$ cat src/rtl/mux_pkg.sv
// Shared constants for the scan mux slice.
// Mode encodings used by the select logic.
package mux_pkg;

  localparam logic MODE_MANUAL = 1'b0;
  localparam logic MODE_SCAN   = 1'b1;

endpackage

$ cat src/rtl/onehot_dec.sv
// Combinational binary to one-hot decoder.
// Output bit k is high iff s == k.
module onehot_dec
  import mux_pkg::*;
#(
  parameter int SEL_W = 3
) (
  input  logic [SEL_W-1:0]      s,
  output logic [(2**SEL_W)-1:0] y
);

  // Set exactly the bit addressed by s.
  always_comb begin
    y    = '0;
    y[s] = 1'b1;
  end

endmodule

$ cat src/rtl/scan_mux_seq.sv
// N:1 channel selector with manual/scan select,
// registered output stage and valid/ready output.
module scan_mux_seq
  import mux_pkg::*;
#(
  parameter int SEL_W  = 3,
  parameter int DATA_W = 8
) (
  input  logic                          clk,
  input  logic                          rst,
  input  logic                          mode,
  input  logic [SEL_W-1:0]              sel_in,
  input  logic                          sel_load,
  input  logic                          en,
  input  logic [(2**SEL_W)*DATA_W-1:0]  data_in,
  input  logic                          out_ready,
  output logic                          out_valid,
  output logic [DATA_W-1:0]             out_data,
  output logic [SEL_W-1:0]              out_sel,
  output logic [(2**SEL_W)-1:0]         onehot,
  output logic                          wrap
);

  localparam int N = 2**SEL_W;

  logic [SEL_W-1:0]  sel_q;
  logic [N-1:0]      dec;
  logic [DATA_W-1:0] word;
  logic              cap;
  logic              scan;
  logic              at_last;

  // A new word may enter when the stage is empty or draining.
  assign cap     = en & (~out_valid | out_ready);
  assign scan    = (mode == MODE_SCAN);
  assign at_last = &sel_q;
  assign word    = data_in[sel_q*DATA_W +: DATA_W];

  onehot_dec #(.SEL_W(SEL_W)) u_dec (
    .s (sel_q),
    .y (dec)
  );

  // Select register: explicit load beats scan advance.
  always_ff @(posedge clk) begin
    if (rst) begin
      sel_q <= '0;
    end else if (sel_load) begin
      sel_q <= sel_in;
    end else if (scan && cap) begin
      sel_q <= sel_q + 1'b1;
    end
  end

  // Output stage: capture, drain, or hold under backpressure.
  always_ff @(posedge clk) begin
    if (rst) begin
      out_valid <= 1'b0;
      out_data  <= '0;
      out_sel   <= '0;
      onehot    <= '0;
    end else if (cap) begin
      out_valid <= 1'b1;
      out_data  <= word;
      out_sel   <= sel_q;
      onehot    <= dec;
    end else if (out_valid && out_ready) begin
      out_valid <= 1'b0;
      onehot    <= '0;
    end
  end

  // Wrap pulse when a scan capture rolls the pointer past N-1.
  always_ff @(posedge clk) begin
    if (rst) begin
      wrap <= 1'b0;
    end else begin
      wrap <= scan & cap & ~sel_load & at_last;
    end
  end

endmodule

$ cat config.mk
export PLATFORM = sky130hd
export DESIGN_NAME = scan_mux_seq
export DESIGN_NICKNAME = d
export VERILOG_FILES = /design/src/rtl/mux_pkg.sv /design/src/rtl/onehot_dec.sv /design/src/rtl/scan_mux_seq.sv
export SDC_FILE = /design/constraint.sdc
export NUM_CORES = 1
export LEC_CHECK = 0
export ABC_AREA = 1
export CORE_ASPECT_RATIO = 1.2
export CORE_MARGIN = 8
export CORE_UTILIZATION = 42
export DETAILED_ROUTE_END_ITERATION = 7
export GPL_TIMING_DRIVEN = 0
export PLACE_DENSITY_LB_ADDON = 0.08
export REMOVE_ABC_BUFFERS = 1
export SLEW_MARGIN = 20
export SYNTH_ARGS = -nofsm -noshare
export SYNTH_HDL_FRONTEND = slang
export SYNTH_SLANG_ARGS = --single-unit
export TNS_END_PERCENT = 50
$ cat constraint.sdc
create_clock -name clk -period 2.2 [get_ports clk]
set_input_delay 0.33 -clock clk [delete_from_list [all_inputs] [get_ports clk]]
set_output_delay 0.33 -clock clk [all_outputs]
set_load 0.03 [all_outputs]
==> impl_metrics.tcl, run 1 <==
set metrics [dict create \
    syn2layout_area_growth_pct 57.80 \
    die_y_um 85.86 \
    syn_avg_cell_area_sq_um 5.809 \
    yosysSeqAreaShare_pct 28.13 \
    synth_edf_count 0 \
    cts.sinks 24 \
    ioPinCount 94 \
    viasPerCell 4.654 \
    clkTransAtPathRegs_ns 0.09 \
    final.fill_count 381 \
    die_area_sq_um 6371 \
    cts_setup_buffers 0 \
    finalPower_mw 1.339 \
    hold_class "reg -> reg" \
    placedCellCount 427 \
    vias 2006 \
    yosysTopAreaCell "dfxtp_1" \
    outcome "completed" \
    cts_tree "built" \
    first_pass_iters 4 \
    synth_common_cells "nand2_1 (107), inv_1 (41), nand3_1 (35)" \
    r2r-start "sel_q[0]$_SDFFE_PP0P_" \
    cts_hold_buf 0 \
    slew_violations 0 \
    ant_nets 0 \
    synthArstFlopShare_pct 0 \
    hold_viol 0 \
    slew_headroom_pct 54.67 \
    numCtsBuffers 3 \
    start_kind "flip-flop" \
    fin_crit_sh_pct 86.43 \
    grt_max_degree 38 \
    htreeDepth 1 \
    nNetsFinal 453 \
    drt_iter0_markers 97 \
    leakage_nw 1.272 \
    cp_max_fo 37 \
    final-setup-viol-count 0 \
    synth_cell_types 26 \
    critPathMaxStageDelay_ns 0.77 \
    multi_input_area_sq_um 965.9 \
    path_common_cell "nor2_1" \
    rsz0062_at_grt "no" \
    fmax_ghz 0.5259 \
    num_antenna_cells 0 \
    crit_path_top_delay_cell "dfxtp_2" \
    num_rows 25 \
    drc 0 \
    synth-warning-count 0 \
    clockBufferDepth 2 \
    crit_family "flip-flops" \
    clk_latency_ns 0.26 \
    crit_arrival_ns 2.06 \
    end_kind "flip-flop" \
    place_hpwl_mm 4.036 \
    grt_pass1_wl_mm 8.604 \
    min_path_cells 2 \
    worstMarginPinSlew_ns 0.6799 \
    drive_gt1_share_pct 6.101 \
    wire_per_inst_um 12.28 \
    reg2reg_slack_ns 0.30 \
    syn_inst 294 \
    place_ws_ns -0.1695 \
    fin_skew_ns 0.002880 \
    stdcell_count 431 \
    netlist_area_sq_um 1708 \
    gr-total-overflow 0 \
    path_class "reg -> reg" \
    dieWidth_um 74.21 \
    synth.most_common_cell "nand2_1" \
    synthFlopType "dfxtp_1" \
    synth_top_area_share_pct 28.13 \
    power_density_nw_per_um2 497.0 \
    cap_violations 0 \
    wl_mm 5.291 \
    antenna_found_initial 0 \
    r2r_end "out_data[6]$_SDFFE_PP0P_" \
    synthTopCellsByArea "dfxtp_1 (28%), nand2_1 (24%), nand3_1 (10%), inv_1 (9.0%), nor2_1 (5.3%)" \
    port_buffers 93 \
    core_sq_um 3910 \
    worst-path-buf-inv 1 \
    path_cells "inv_2, or2_2, nand2_1, nand3_1, nor2_1, nor2_1" \
    period_minus_slack_ns 1.902 \
    grt_use_total_pct 16.73 \
    gp_congestion 0.7936 \
    min_to "onehot[5]$_SDFFE_PP0P_" \
    ir_drop_v 0.0002534 \
    worst_slack_ns 0.2984 \
    hold_path.startpoint "onehot[5]$_SDFFE_PP0P_" \
    start_util_pct 43.68 \
    root_buffer "clkbuf_8" \
    cp.required_ns 2.36 \
    grt_pass1_vias 1979 \
    final-seq-area_sq_um 481.7 \
    ys_ff_latch 24 \
    post_cts_resize_count 0 \
    ff2ff_path_depth 6 \
]
sequential cells by signal, indices dropped and copies added, names as in the netlist:
name       cells
wrap           1
onehot         8
out_valid      1
out_sel        3
sel_q          3
out_data       8
placed cells by master, fill, tap and decap left out, types with 2 or more instances in the layout:
master / count
nand2_2: 3
or2_2: 5
nand3_1: 35
ha_1: 2
dfxtp_1: 23
nor2_2: 2
nor2_4: 2
nor2_1: 24
o21ai_0: 10
o211ai_1: 2
nand2_1: 107
nor3_1: 2
clkbuf_8: 3
a21oi_1: 13
clkdlybuf4s50_1: 93
inv_1: 41
routing by layer:
layer	GRT usage, %	routed length, um
met2	30.69	2568
met5	0	0
met3	5.484	502
met1	17.94	2197
met4	2.857	23
worst register-to-register path, delay by kind of cell, from the launching register on:
| kind | cells | cell delay [ns] |
|---|---|---|
| and+or+nand+nor | 5 | 0.67 |
| buffers and inverters | 1 | 0.36 |
| DFF | 1 | 0.77 |
through the flow:
step | instance area [sq um] | hold slack (ns) | TNS, ns | util [%]
finish | 2695 | 0.4661 | 0 | 68.93
global route | 2695 | 0.4910 | 0 | 68.93
CTS | 2688 | 0.4703 | 0 | 68.74
detailed placement | 2616 | 0.4558 | -1.336 | 66.91
global placement | 2615 | 0.4519 | -1.563 | 66.88
floorplan | 1617 | 0.3991 | 0 | -
how the worst max path moves through the flow:
stage	startpoint	to	slack [ns]	cells after the start
finish	sel_q[0]$_SDFFE_PP0P_	out_data[6]$_SDFFE_PP0P_	0.30	6
global route	sel_q[0]$_SDFFE_PP0P_	out_data[6]$_SDFFE_PP0P_	0.11	6
global placement	sel_q[0]$_SDFFE_PP0P_	out_data[6]$_SDFFE_PP0P_	-0.30	6
CTS	out_ready	sel_q[1]$_SDFFE_PP0P_	0.12	8
floorplan	sel_q[0]$_SDFFE_PP0P_	out_data[6]$_SDFFE_PP0P_	0.32	6
detailed placement	out_ready	sel_q[1]$_SDFFE_PP0P_	-0.17	8
cell families after synthesis:
kind of cell / after synthesis / synth area share, %
AOI/OAI and AO/OA: 28 / 8.864
adders and majority gates: 2 / 1.465
buffers and inverters: 59 / 15.75
DFF: 24 / 28.13
and+or+nand+nor: 181 / 45.79
power breakdown:
| part | internal, mW | total [mW] | leakage [nW] | switching, mW |
|---|---|---|---|---|
| combinational | 0.229 | 0.448 | 1.04 | 0.219 |
| sequential | 0.463 | 0.506 | 0.198 | 0.0424 |
| clock | 0.243 | 0.386 | 0.0357 | 0.143 |
| total | 0.935 | 1.34 | 1.27 | 0.404 |
area by class of cell:
type / instances / share of cell area [%]
clock inverter: 1 / 1.114
timing repair buffer: 93 / 34.54
clock buffer: 3 / 1.532
inverter: 45 / 6.592
tap: 54 / 2.507
sequential: 24 / 17.87
multi-input combinational: 211 / 35.84
Power figures use the tool's default switching activity.
==> run 2, diff against run 1 <==
Settings changed: ABC_AREA 1 to unset, CORE_UTILIZATION 42 to 39, CTS_CLUSTER_DIAMETER set to 80.
==> run 2 against run 1 <==
Compared with the run above: non-clock buffer count is the same; critical path depth decreased by 2; final area down 8.7%; via count fell by 20%; combinational power down 13%; setup slack worse by 0.034 ns; global-route usage fell by 1.4 points; cell count fell by 29%; critical path type unchanged; largest power group unchanged.
==> impl_metrics.tcl, run 2 <==
set metrics [dict create \
    gr-total-overflow 0 \
    drive_gt1_share_pct 6.746 \
    synth_common_cells "dfxtp_1 (24), nor2_1 (19), nand2_1 (17)" \
    synth_top_area_share_pct 32.57 \
    yosys.area_share.simple_pct 17.13 \
    synth.most_common_cell "dfxtp_1" \
    rsz0062_at_grt "no" \
    hold_class "reg -> reg" \
    yosysTopAreaCell "dfxtp_1" \
    ioPinCount 94 \
    synth_xor_area_share_pct 0.5937 \
    fmax_ghz 0.5166 \
    crit_arrival_ns 2.05 \
    die_area_sq_um 6015 \
    synthFlopType "dfxtp_1" \
    final.fill_count 327 \
    htreeDepth 1 \
    syn_inst 168 \
    numCtsBuffers 3 \
    cp_max_fo 32 \
    stdcell_count 304 \
    fin_skew_ns 0.001980 \
    syn_avg_cell_area_sq_um 8.781 \
    grt_pass1_vias 1624 \
    path_cells "inv_1, a221o_1, a211oi_2, nor3_1" \
    clkTransAtPathRegs_ns 0.09 \
    ant_nets 0 \
    vias 1597 \
    cts_tree "built" \
    cts_hold_buf 0 \
    place_ws_ns -0.1935 \
    dieWidth_um 72.15 \
    mostFrequentLayoutCells "clkdlybuf4s50_1 (93), dfxtp_1 (22), nor2_1 (19)" \
    synthArstFlopShare_pct 0 \
    worstMarginPinSlew_ns 0.9132 \
    wl_mm 4.724 \
    layout_commonest_cell "clkdlybuf4s50_1" \
    hold_viol 0 \
    die_y_um 83.37 \
    power_density_nw_per_um2 523.6 \
    path_class "reg -> reg" \
    wire_per_inst_um 15.54 \
    num_antenna_cells 0 \
    top_regs "onehot: 8 flops, out_data: 8 flops" \
    slew_violations 0 \
    end_kind "flip-flop" \
    cap_violations 0 \
    root_buffer "clkbuf_8" \
    worst_slack_ns 0.2644 \
    fin_crit_sh_pct 87.98 \
    synthMuxAreaShare_pct 18.49 \
    gp_congestion 0.7617 \
    yosysSeqAreaShare_pct 32.57 \
    synth_top_family_by_area "compound AO/OA/AOI/OAI gates" \
    synthTopCellsByArea "dfxtp_1 (33%), mux2i_1 (11%), nor2_1 (4.8%), nand2_1 (4.3%), a211oi_1 (4.1%)" \
    start_util_pct 40.60 \
    clk_latency_ns 0.26 \
    final-setup-viol-count 0 \
    netlist_area_sq_um 1475 \
    synth_compound_gate_area_share_pct 22.39 \
    antenna_found_initial 0 \
    leakage_nw 0.8776 \
    synth_cell_types 35 \
    ir_drop_v 0.0002634 \
    placedCellCount 300 \
    ys_ff_latch 24 \
    drt_iter0_markers 48 \
    first_pass_iters 4 \
    crit_path_top_delay_cell "dfxtp_2" \
    clockBufferDepth 2 \
    core_sq_um 3633 \
    drc 0 \
    critPathMaxStageDelay_ns 0.79 \
    synth-warning-count 0 \
    cts.sinks 24 \
    finalPower_mw 1.288 \
    syn2layout_area_growth_pct 66.75 \
    synth_edf_count 0 \
    outcome "completed" \
    start_kind "flip-flop" \
    place_hpwl_mm 3.642 \
    grt_max_degree 33 \
    grt_use_total_pct 15.28 \
    postLayoutCoreUtil_pct 67.70 \
    synth_fa_ha_area_share_pct 1.696 \
    viasPerCell 5.253 \
    tns_ns 0 \
    port_buffers 93 \
    slew_headroom_pct 38.93 \
    grt_pass1_wl_mm 7.638 \
    num_rows 24 \
    cp.required_ns 2.31 \
    period_minus_slack_ns 1.936 \
    nNetsFinal 328 \
]
[run 2: what timing repair did]
action	CTS	global route
setup endpoints to repair	0	4
setup buffers	0	0
resized for setup	0	2
[run 2: layer usage]
metal	up-vias	share of wire, %	track usage (%)
met1	749	40	16.91
met5	-	0	0
li1	794	-	-
met4	0	0.40	2.793
met2	52	51	26.91
met3	2	8.5	5.529
[run 2: cells by family after synthesis]
group,Yosys count
xor gates and xnor gates,1
DFF,24
adders and majority gates,2
muxes,24
buffers and inverters,18
and+or+nand+nor,56
AOI/OAI and AO/OA,43
[run 2: through the flow]
stage / hold WS (ns) / area, sq um
floorplan: 0.3979 / 1389
global placement: 0.4384 / 2385
detailed placement: 0.4469 / 2386
CTS: 0.4583 / 2457
global route: 0.4847 / 2460
finish: 0.4551 / 2460
[run 2: worst max-delay path, delay by kind of cell, from the launching register on]
| kind | cells | cell delay, ns |
|---|---|---|
| simple gates | 1 | 0.08 |
| buf+inv | 1 | 0.35 |
| flops | 1 | 0.79 |
| compound gates | 2 | 0.57 |
[run 2: path summary, 6_finish.rpt]
path / startpoint / to / slack [ns] / cells past startpoint
max: sel_q[0]$_SDFFE_PP0P_ / out_data[5]$_SDFFE_PP0P_ / 0.26 / 4
min: onehot[2]$_SDFFE_PP0P_ / onehot[2]$_SDFFE_PP0P_ / 0.46 / 2
min reg2reg: onehot[2]$_SDFFE_PP0P_ / onehot[2]$_SDFFE_PP0P_ / 0.46 / 2
max reg2reg: sel_q[0]$_SDFFE_PP0P_ / out_data[5]$_SDFFE_PP0P_ / 0.26 / 4
[run 2: layout make-up]
class / count / area, sq um / area share, %
well taps: 52 / 65.06 / 2.645
repair buffers: 93 / 930.9 / 37.84
clock inverters: 1 / 30.03 / 1.221
inverters: 5 / 18.77 / 0.7630
clock buffers: 3 / 41.29 / 1.679
multi-input cells: 126 / 890.9 / 36.22
flip-flops and latches: 24 / 483.0 / 19.63
[run 2: power breakdown]
part | leakage [nW] | total (mW) | internal, mW | switching [mW]
logic | 0.644 | 0.392 | 0.233 | 0.159
registers | 0.198 | 0.508 | 0.461 | 0.0471
clock network | 0.0357 | 0.388 | 0.243 | 0.145
total | 0.878 | 1.29 | 0.937 | 0.350
==> run 3, diff against run 2 <==
Settings changed: GPL_TIMING_DRIVEN 0 to 1, MAX_ROUTING_LAYER set to met4.
==> run 3 against run 2 <==
Compared with the run above: maximum frequency rose by 4.8%; cell count rose by 3.3%; critical path type unchanged; die area did not move.
==> impl_metrics.tcl, run 3 (synthesis results as in run 2) <==
set metrics [dict create \
    outcome "completed" \
    num_antenna_cells 0 \
    min_path_cells 2 \
    cp.required_ns 2.36 \
    cp_max_fo 15 \
    path_class "reg -> reg" \
    crit_family "flip-flops" \
    ir_drop_v 0.0005287 \
    path_cells "mux2_2, a221o_1, a211oi_1, nor3_1" \
    gr-total-overflow 0 \
    leakage_nw 0.9264 \
    top_regs "onehot: 8 flops, out_data: 8 flops" \
    tns_ns 0 \
    clk_latency_ns 0.27 \
    rsz0062_at_grt "no" \
    drive_gt1_share_pct 9.160 \
    fmax_ghz 0.5414 \
    fin_skew_ns 0.003809 \
    htreeDepth 1 \
    cap_violations 0 \
    numCtsBuffers 3 \
    crit_path_top_delay_cell "dfxtp_1" \
    crit_arrival_ns 2.00 \
    worst-path-buf-inv 0 \
    wire_per_inst_um 15.32 \
    die_y_um 83.37 \
    layout_commonest_cell "clkdlybuf4s50_1" \
    grt_max_degree 16 \
    place_hpwl_mm 3.970 \
    cts_tree "built" \
    worstMarginPinSlew_ns 0.6139 \
    post_cts_resize_count 0 \
    viasPerCell 5.102 \
    antenna_found_initial 0 \
    wl_mm 4.809 \
    ioPinCount 94 \
    ff2ff_path_depth 4 \
    grt_use_total_pct 16.24 \
    power_density_nw_per_um2 514.8 \
    cts.sinks 24 \
    mostFrequentLayoutCells "clkdlybuf4s50_1 (93), dfxtp_1 (24), nor2_1 (19)" \
    fin_crit_sh_pct 83.96 \
    port_buffers 93 \
    cts_hold_buf 0 \
    dieWidth_um 72.15 \
    clkTransAtPathRegs_ns 0.08 \
    gp_congestion 0.8004 \
    critPathMaxStageDelay_ns 0.70 \
    fin_area_sq_um 2531 \
    drt_iter0_markers 138 \
    hold_class "reg -> reg" \
    final-setup-viol-count 0 \
    slew_headroom_pct 59.02 \
    syn2layout_area_growth_pct 71.59 \
    period_minus_slack_ns 1.847 \
    start_kind "flip-flop" \
    num_rows 24 \
    grt_pass1_wl_mm 7.707 \
    core_sq_um 3633 \
    grt_pass1_vias 1615 \
    hold_viol 0 \
    first_pass_iters 4 \
    die_area_sq_um 6015 \
    drc 0 \
    slew_violations 0 \
    cts_setup_buffers 0 \
    start_util_pct 40.60 \
    end_kind "flip-flop" \
    vias 1602 \
    placed_area_sq_um 2460 \
    root_buffer "clkbuf_8" \
    path_depth 4 \
    ant_nets 0 \
    clockBufferDepth 2 \
    nNetsFinal 338 \
]
[run 3: through the flow]
stage	instances	power (mW)	utilization, %	hold slack, ns	setup WS [ns]
6_report	314	1.303	69.66	0.4544	0.3528
4_1_cts	314	1.313	69.66	0.4580	0.3371
3_3_place_gp	310	0.9310	67.70	0.4427	0.2881
3_5_place_dp	310	0.9337	67.70	0.4461	0.2522
5_1_grt	314	1.369	69.66	0.4794	0.2675
2_1_floorplan	155	0.6941	-	0.3979	0.2776
[run 3: tightest hold or removal path, cell delays in order, from the launching register on]
cell and delay [ns]:
dfxtp_1 0.32, nand2_1 0.05, a21oi_1 0.05
[run 3: final cells by class]
| cell class | count | area, sq um |
|---|---|---|
| clock buffer | 3 | 41.29 |
| timing repair buffer | 103 | 1006 |
| sequential | 24 | 480.5 |
| tap | 52 | 65.06 |
| clock inverter | 1 | 30.03 |
| multi-input combinational | 126 | 889.6 |
| inverter | 5 | 18.77 |
| fill | 294 | 1102 |
[run 3: metal layers]
metal | up-vias | wire [um] | track usage (%) | part of all wire [%]
met5 | - | 0 | - | 0
met1 | 724 | 2074 | 18.44 | 43
li1 | 815 | - | - | -
met4 | 0 | 27 | 3.166 | 0.56
met2 | 59 | 2447 | 27.49 | 51
met3 | 4 | 261 | 4.447 | 5.4
[run 3: worst paths after layout]
| check | start | to | slack [ns] |
|---|---|---|---|
| worst min register to register | onehot[0]$_SDFFE_PP0P_ | onehot[0]$_SDFFE_PP0P_ | 0.45 |
| worst max register to register | sel_q[2]$_SDFFE_PP0P_ | out_data[1]$_SDFFE_PP0P_ | 0.35 |
| worst min-delay path | onehot[0]$_SDFFE_PP0P_ | onehot[0]$_SDFFE_PP0P_ | 0.45 |
| worst max-delay path | sel_q[2]$_SDFFE_PP0P_ | out_data[1]$_SDFFE_PP0P_ | 0.35 |
[run 3: where the power goes]
group | internal (mW) | total (mW) | leakage, nW | switching [mW]
logic | 0.248 | 0.429 | 0.694 | 0.181
clock network | 0.243 | 0.382 | 0.0357 | 0.138
registers | 0.461 | 0.492 | 0.197 | 0.0318
total | 0.952 | 1.30 | 0.926 | 0.351
